<file path="src/rtl/mips_pkg.sv">
// rtl/mips_pkg.sv - shared MIPS core types and constants
package mips_pkg;

  typedef enum logic {
    S_REQ  = 1'b0,
    S_HOLD = 1'b1
  } fetch_state_t;

  localparam logic [5:0] OP_RTYPE = 6'b000000;
  localparam logic [5:0] OP_LW    = 6'b100011;
  localparam logic [5:0] OP_SW    = 6'b101011;
  localparam logic [5:0] OP_BEQ   = 6'b000100;
  localparam logic [5:0] OP_ADDI  = 6'b001000;
  localparam logic [5:0] OP_J     = 6'b000010;

  localparam logic [31:0] RESET_PC_DEFAULT = 32'h0000_0000;

endpackage

</file>
<file path="src/rtl/pc_next.sv">
// rtl/pc_next.sv - next-PC selection: jump over taken branch over sequential
module pc_next (
  input  logic [31:0] pc_plus4,
  input  logic [31:0] instr,
  input  logic        branch,
  input  logic        jump,
  input  logic        zero,
  output logic [31:0] next_pc
);

  logic [31:0] branch_off;
  logic [31:0] jump_tgt;
  logic        unused_opcode;

  // Sign-extend the 16-bit immediate to 32 bits, then word-align it.
  assign branch_off    = {{14{instr[15]}}, instr[15:0], 2'b00};
  assign jump_tgt      = {pc_plus4[31:28], instr[25:0], 2'b00};
  assign unused_opcode = ^instr[31:26];

  always_comb begin
    next_pc = pc_plus4;
    if (jump) begin
      next_pc = jump_tgt;
    end else if (branch && zero) begin
      next_pc = pc_plus4 + branch_off;
    end
  end

endmodule

</file>
<file path="src/rtl/instr_fetch.sv">
// rtl/instr_fetch.sv - fetch stage: PC, imem req/ack handshake, retire and PC update
module instr_fetch
  import mips_pkg::*;
#(
  parameter logic [31:0] RESET_PC = RESET_PC_DEFAULT
) (
  input  logic        clk,
  input  logic        rst,
  output logic        imem_req,
  output logic [31:0] imem_addr,
  input  logic        imem_ack,
  input  logic [31:0] imem_rdata,
  input  logic        stall,
  input  logic        branch,
  input  logic        jump,
  input  logic        zero,
  output logic [31:0] instr,
  output logic        instr_valid,
  output logic [31:0] pc,
  output logic [31:0] pc_plus4,
  output logic [31:0] retired_cnt
);

  fetch_state_t state_q;
  logic [31:0]  pc_q;
  logic [31:0]  pc_d;
  logic [31:0]  instr_q;
  logic [31:0]  cnt_q;

  assign pc_plus4 = pc_q + 32'd4;

  pc_next u_pc_next (
    .pc_plus4 (pc_plus4),
    .instr    (instr_q),
    .branch   (branch),
    .jump     (jump),
    .zero     (zero),
    .next_pc  (pc_d)
  );

  always_ff @(posedge clk) begin
    if (rst) begin
      state_q <= S_REQ;
      pc_q    <= RESET_PC;
      instr_q <= 32'h0;
      cnt_q   <= 32'h0;
    end else if (state_q == S_REQ) begin
      if (imem_ack) begin
        instr_q <= imem_rdata;
        state_q <= S_HOLD;
      end
    end else begin
      // Ack seen here is stale or spurious; only stall gates the retire.
      if (!stall) begin
        pc_q    <= pc_d;
        cnt_q   <= cnt_q + 32'd1;
        state_q <= S_REQ;
      end
    end
  end

  assign imem_req    = (state_q == S_REQ);
  assign instr_valid = (state_q == S_HOLD);
  assign imem_addr   = pc_q;
  assign pc          = pc_q;
  assign instr       = instr_q;
  assign retired_cnt = cnt_q;

endmodule

</file>
<file path="config.mk">
export PLATFORM = sky130hd
export DESIGN_NAME = instr_fetch
export DESIGN_NICKNAME = d
export VERILOG_FILES = /design/src/rtl/mips_pkg.sv /design/src/rtl/pc_next.sv /design/src/rtl/instr_fetch.sv
export SDC_FILE = /design/constraint.sdc
export NUM_CORES = 1
export LEC_CHECK = 0
export BUFFER_PORTS_ARGS = -buffer_cell sky130_fd_sc_hd__buf_2
export CORE_ASPECT_RATIO = 1.1
export CORE_MARGIN = 1.5
export CORE_UTILIZATION = 52
export CTS_CLUSTER_SIZE = 20
export DETAILED_ROUTE_END_ITERATION = 10
export PLACE_DENSITY_LB_ADDON = 0.25
export SYNTH_ARGS = -nofsm -noshare
export SYNTH_HDL_FRONTEND = slang
export SYNTH_SLANG_ARGS = --single-unit
</file>
<file path="constraint.sdc">
create_clock -name clk -period 4.38 [get_ports clk]
set_input_delay 0.876 -clock clk [delete_from_list [all_inputs] [get_ports clk]]
set_output_delay 0.876 -clock clk [all_outputs]
set_load 0.05 [all_outputs]
</file>
==> flow_summary.yaml, run 1 <==
timing:
  period_share_pct: 92.3
  maxSlewHeadroom_pct: 38.1
  setup_tns_ns: 0
  worst_pin_slew_ns: 0.924
  drv_slew: 0
  min_period_ns: 4.04
  hold_viol: 0
  setup_viol: 0
  grt_setup_unrepaired: "no"
  finClkSkew_ns: 0.00670
  max_freq_mhz: 247
clock_network:
  cts_root_buf: "clkbuf_16"
  cts_tree: "built"
  cts_resized: 0
  cts_buffers: 9
  postCtsHoldBufs: 0
  clkSlewWorstSetupHoldPaths_ns: 0.07
  post_cts_buffers: 0
  clock-sinks: 95
  clock_latency_ns: 0.36
  cts_max_level: 3
  clockBufferDepth: 2
floorplanning:
  rows: 42
  die_w_um: 108
  io_pins: 201
  core_sq_um: 11900
  initial_core_util_pct: 53.1
  dieArea_sq_um: 12800
  die_y_um: 119
place:
  place.gp.congestion: 0.925
  place.detailed.hpwl_um: 13400
  dpl-instance-area_sq_um: 7470
  io_buffers: 194
cells_and_area:
  design_area_sq_um: 7790
  n_antenna_cell: 0
  areaGrowthSynthToFinish_pct: 23.0
  fillers: 1072
  seq_area_sq_um: 1910
  multi_input_area_sq_um: 4260
  fin_nets: 1057
  drive_gt1_share_pct: 27.4
yosys:
  yosysMostFrequentCell: "nand2_1"
  synth_edf_count: 0
  synth_area_leaders: "dfxtp_1 (30%), nand2_1 (7.8%), ha_1 (7.3%)"
  yosys-top-cells-count: "nand2_1 (131), dfxtp_1 (95), nor2_1 (92)"
  synth.top_cell.area_share_pct: 30.0
  synth_seq_area_share_pct: 30.0
  syn_avg_cell_area_sq_um: 7.60
  ys_warn_count: 0
  ys_types: 59
  synth-async-reset-ratio_pct: 0
  ys_seq_elements: 95
  ys.flop_type: "dfxtp_1"
  netlist_instances: 833
  yosysTopAreaCell: "dfxtp_1"
  netlist_area_sq_um: 6330
power_and_ir_drop:
  p_per_area_nw_per_um2: 289
  ir_worst_vdd_mv: 0.225
  p_leak_nw: 3.76
global_route:
  grt_pass1_vias: 5850
  antenna_found_initial: 0
  grt_max_degree: 58
  grt_remaining_overflow: 0
  track_usage_pct: 28.9
  grt_pass1_wl_um: 29200
worst_setup_path:
  path_class: "reg -> reg"
  start_kind: "flop"
  cp-end-kind: "flop"
  cp_data_arrival_time_ns: 4.32
  cp.required_ns: 4.65
  crit_fanout: 9
routing:
  viasPerCell: 5.64
  dr.pass1.iters: 4
  initialDrtViolationCount: 341
  post_drt_wl_per_cell_um: 16.1
  route.detailed.drc: 0
  postRouteAntennaNets: 0
  wl_um: 18300
  vias: 6419
min_path:
  hold_class: "reg -> reg"
run_status:
  status: "finished, final reports clean"
flow_run:
  max_cap_violations: 0
path summary, 6_finish.rpt:
kind,from,endpoint,slack (ns),cells after the start
max reg2reg,imem_addr[2],imem_addr[31],0.34,15
max,imem_addr[2],imem_addr[31],0.34,15
min,instr[29],instr[29],0.46,2
min reg2reg,instr[29],instr[29],0.46,2
cells by family after synthesis:
kind of cell    Yosys count  synth area share, %
compound gates          198                 20.2
xor+xnor                 81                 11.2
simple gates            332                 23.4
mux                       1                0.158
flops                    95                 30.0
fa+ha+maj                38                 7.63
buf+inv                  87                 7.31
other cells               1               0.0592
registers in the layout, indices dropped and copies added (netlist names):
signal,cells
instr_valid,1
instr,32
imem_addr,30
retired_cnt,32
layout by cell type (no fill, tap or decap), drive strengths merged, types with 12 or more instances in the layout:
cell type and instances:
buf 207, nand2 131, dfxtp 95, nor2 92, a21oi 83, xor2 42
xnor2 39, nand3 37, ha 37, o21ai 29, a21o 20, and3 18
nand4 16, a211oi 14, o211ai 14, inv 13, nor3 12
metrics by stage:
stage | std cells | power [W] | setup slack (ns) | util (%) | hold WS (ns)
finish | 1139 | 0.00225 | 0.336 | 65.3 | 0.457
global route | 1139 | 0.00234 | 0.00275 | 65.3 | 0.478
CTS | 1139 | 0.00226 | 0.301 | 65.3 | 0.459
detailed placement | 1123 | 0.00143 | 0.345 | 62.6 | 0.447
global placement | 1123 | 0.00142 | 0.411 | 62.6 | 0.439
floorplan | 838 | 0.00132 | 0.119 | - | 0.595
final cells by class:
class	count	share of cell area, %
Sequential cell	95	24.6
Inverter	11	0.530
Multi-Input combinational cell	656	54.7
Timing Repair Buffer	207	13.7
Clock buffer	9	2.89
Tap cell	154	2.47
Clock inverter	7	1.14
layer usage:
| layer | global-route usage [%] | up-vias | share of wire, % |
|---|---|---|---|
| li1 | - | 3154 | - |
| met1 | 36.7 | 3002 | 43 |
| met2 | 47.6 | 234 | 47 |
| met3 | 6.23 | 29 | 6.9 |
| met4 | 10.5 | 0 | 2.4 |
| met5 | 0 | - | 0 |
power by group:
| group | leakage, nW | total, W | internal, W | switching (W) |
|---|---|---|---|---|
| Combinational | 2.83 | 0.000484 | 0.000131 | 0.000353 |
| Sequential | 0.776 | 0.000929 | 0.000891 | 0.0000379 |
| Clock | 0.155 | 0.000838 | 0.000456 | 0.000382 |
| Total | 3.76 | 0.00225 | 0.00148 | 0.000772 |
worst max-delay path: stages, from the launching register on:
cell	delay [ns]
dfxtp_2	0.41
ha_1	0.25
and4_1	0.33
nand4_1	0.27
nor2_2	0.26
xor2_4	0.17
ha_1	0.31
a21oi_1	0.18
nand2_1	0.10
a2111oi_4	0.36
o21ai_2	0.16
a221o_1	0.37
a221oi_2	0.27
xnor2_1	0.12
and3_4	0.20
o31ai_2	0.19
(Power assumes the default switching activity.)
==> inputs of run 2 (changes only) <==
CORE_ASPECT_RATIO = 0.9   (was 1.1)
==> run 2 against run 1 <==
Setup slack worse by 0.094 ns. Clock power is 7.8% lower. Non-clock buffer count stayed put. Clock-buffer cell count is 1 higher. Wire length is 0.22% lower. Critical path depth stayed put. Register-to-register slack worse by 0.09 ns. Sequential share of layout area is 0.067 points higher. Largest cell class unchanged. Largest power group unchanged.
==> flow_summary.yaml, run 2 (synthesized netlist as in run 1, its figures left out) <==
worst_setup_path:
  cp-end-kind: "flop"
  path_class: "reg -> reg"
  reg2reg_slack_ns: 0.24
  cp.required_ns: 4.66
  crit_fanout: 9
  cp_data_arrival_time_ns: 4.41
  start_kind: "flop"
timing:
  worst_slack_ns: 0.242
  holdWs_ns: 0.454
  hold_viol: 0
  setup_viol: 0
  max_freq_mhz: 242
  worst_pin_slew_ns: 0.982
  grt_setup_unrepaired: "yes"
  drv_slew: 0
  maxSlewHeadroom_pct: 34.3
  min_period_ns: 4.14
  finClkSkew_ns: 0.00883
  period_share_pct: 94.5
routing:
  post_drt_wl_per_cell_um: 16.0
  initialDrtViolationCount: 338
  route.detailed.drc: 0
  postRouteAntennaNets: 0
  wl_um: 18300
  met1_length_um: 8330
  routed-wl-met3_um: 1370
  route.met2.wl_um: 8340
  viasPerCell: 5.62
  dr.pass1.iters: 5
  vias: 6431
  highest_layer: "met4"
place:
  io_buffers: 194
  post-place-ws_ns: 0.301
  place.gp.congestion: 0.918
  place.detailed.hpwl_um: 13600
  placed_cells: 1129
min_path:
  hold_class: "reg -> reg"
global_route:
  grt_pass1_wl_um: 29400
  grt_pass1_vias: 5751
  grt_max_degree: 47
  grt_remaining_overflow: 0
  track_usage_pct: 28.8
  antenna_found_initial: 0
clock_network:
  cts_tree: "built"
  clock-sinks: 95
  cts_root_buf: "clkbuf_16"
  cts_max_level: 3
  clock_latency_ns: 0.36
  clockBufferDepth: 2
  clkSlewWorstSetupHoldPaths_ns: 0.07
  post_cts_buffers: 0
  cts_buffers: 9
cells_and_area:
  areaGrowthSynthToFinish_pct: 22.7
  drive_gt1_share_pct: 27.3
  multi_input_area_sq_um: 4260
  n_antenna_cell: 0
  mostFrequentLayoutCells: "buf_2 (194), nand2_1 (131), nor2_1 (90)"
  seq_area_sq_um: 1910
  layout_commonest_cell: "buf_2"
  fin_cells: 1145
  fin_util_pct: 64.8
  fin_nets: 1057
  fillers: 1120
power_and_ir_drop:
  p_per_area_nw_per_um2: 281
  p_leak_nw: 3.75
  ir_worst_vdd_mv: 0.248
  power_w: 0.00218
floorplanning:
  initial_core_util_pct: 52.9
  dieArea_sq_um: 12800
  core_sq_um: 12000
  die_w_um: 119
  rows: 38
  die_y_um: 108
  io_pins: 201
run_status:
  status: "finished, final reports clean"
flow_run:
  max_cap_violations: 0
-- run 2: power breakdown --
part           internal [W]  leakage [nW]  switching [W]  total, W
Clock              0.000397         0.140       0.000376  0.000773
Sequential         0.000892         0.776      0.0000379  0.000930
Combinational      0.000131          2.83       0.000351  0.000482
-- run 2: area by class of cell --
cell class              instances  area share, %
multi-input cells             656           54.9
flip-flops and latches         95           24.6
repair buffers                207           13.8
clock buffers                  10           2.95
well taps                     160           2.58
clock inverters                 6          0.660
inverters                      11          0.532
-- run 2: path summary, 6_finish.rpt --
path / end / cells past startpoint / from
worst min-delay path: instr[30] / 2 / instr[30]
worst max register to register: imem_addr[31] / 15 / imem_addr[2]
worst max-delay path: imem_addr[31] / 15 / imem_addr[2]
worst min register to register: instr[30] / 2 / instr[30]
-- run 2: metrics by stage --
step	setup TNS, ns	instance area (sq um)
6_report	0	7770
5_1_grt	-0.0587	7770
4_1_cts	0	7750
3_5_place_dp	0	7470
3_3_place_gp	0	7470
2_1_floorplan	0	6630
-- run 2: critical path, stage by stage, from the launching register on --
cell and delay (ns):
dfxtp_2 0.40, ha_1 0.25, and4_1 0.36, nand4_1 0.31
nor2_2 0.29, xor2_4 0.19, ha_1 0.32, a21oi_1 0.17
nand2_1 0.10, a2111oi_4 0.36, o21ai_2 0.16, a221o_1 0.35
a221oi_2 0.27, xnor2_1 0.13, and3_4 0.20, o31ai_2 0.19
-- run 2: per-layer routing --
layer | up-vias | GRT usage (%)
met3 | 23 | 7.15
met1 | 2994 | 39.5
met4 | 0 | 8.16
met2 | 256 | 45.1
met5 | - | 0
li1 | 3158 | -
-- run 2: repair_timing --
action,4_1_cts,5_1_grt
resized for setup,0,3
endpoints found under the setup margin,0,2
hold buffers,0,0
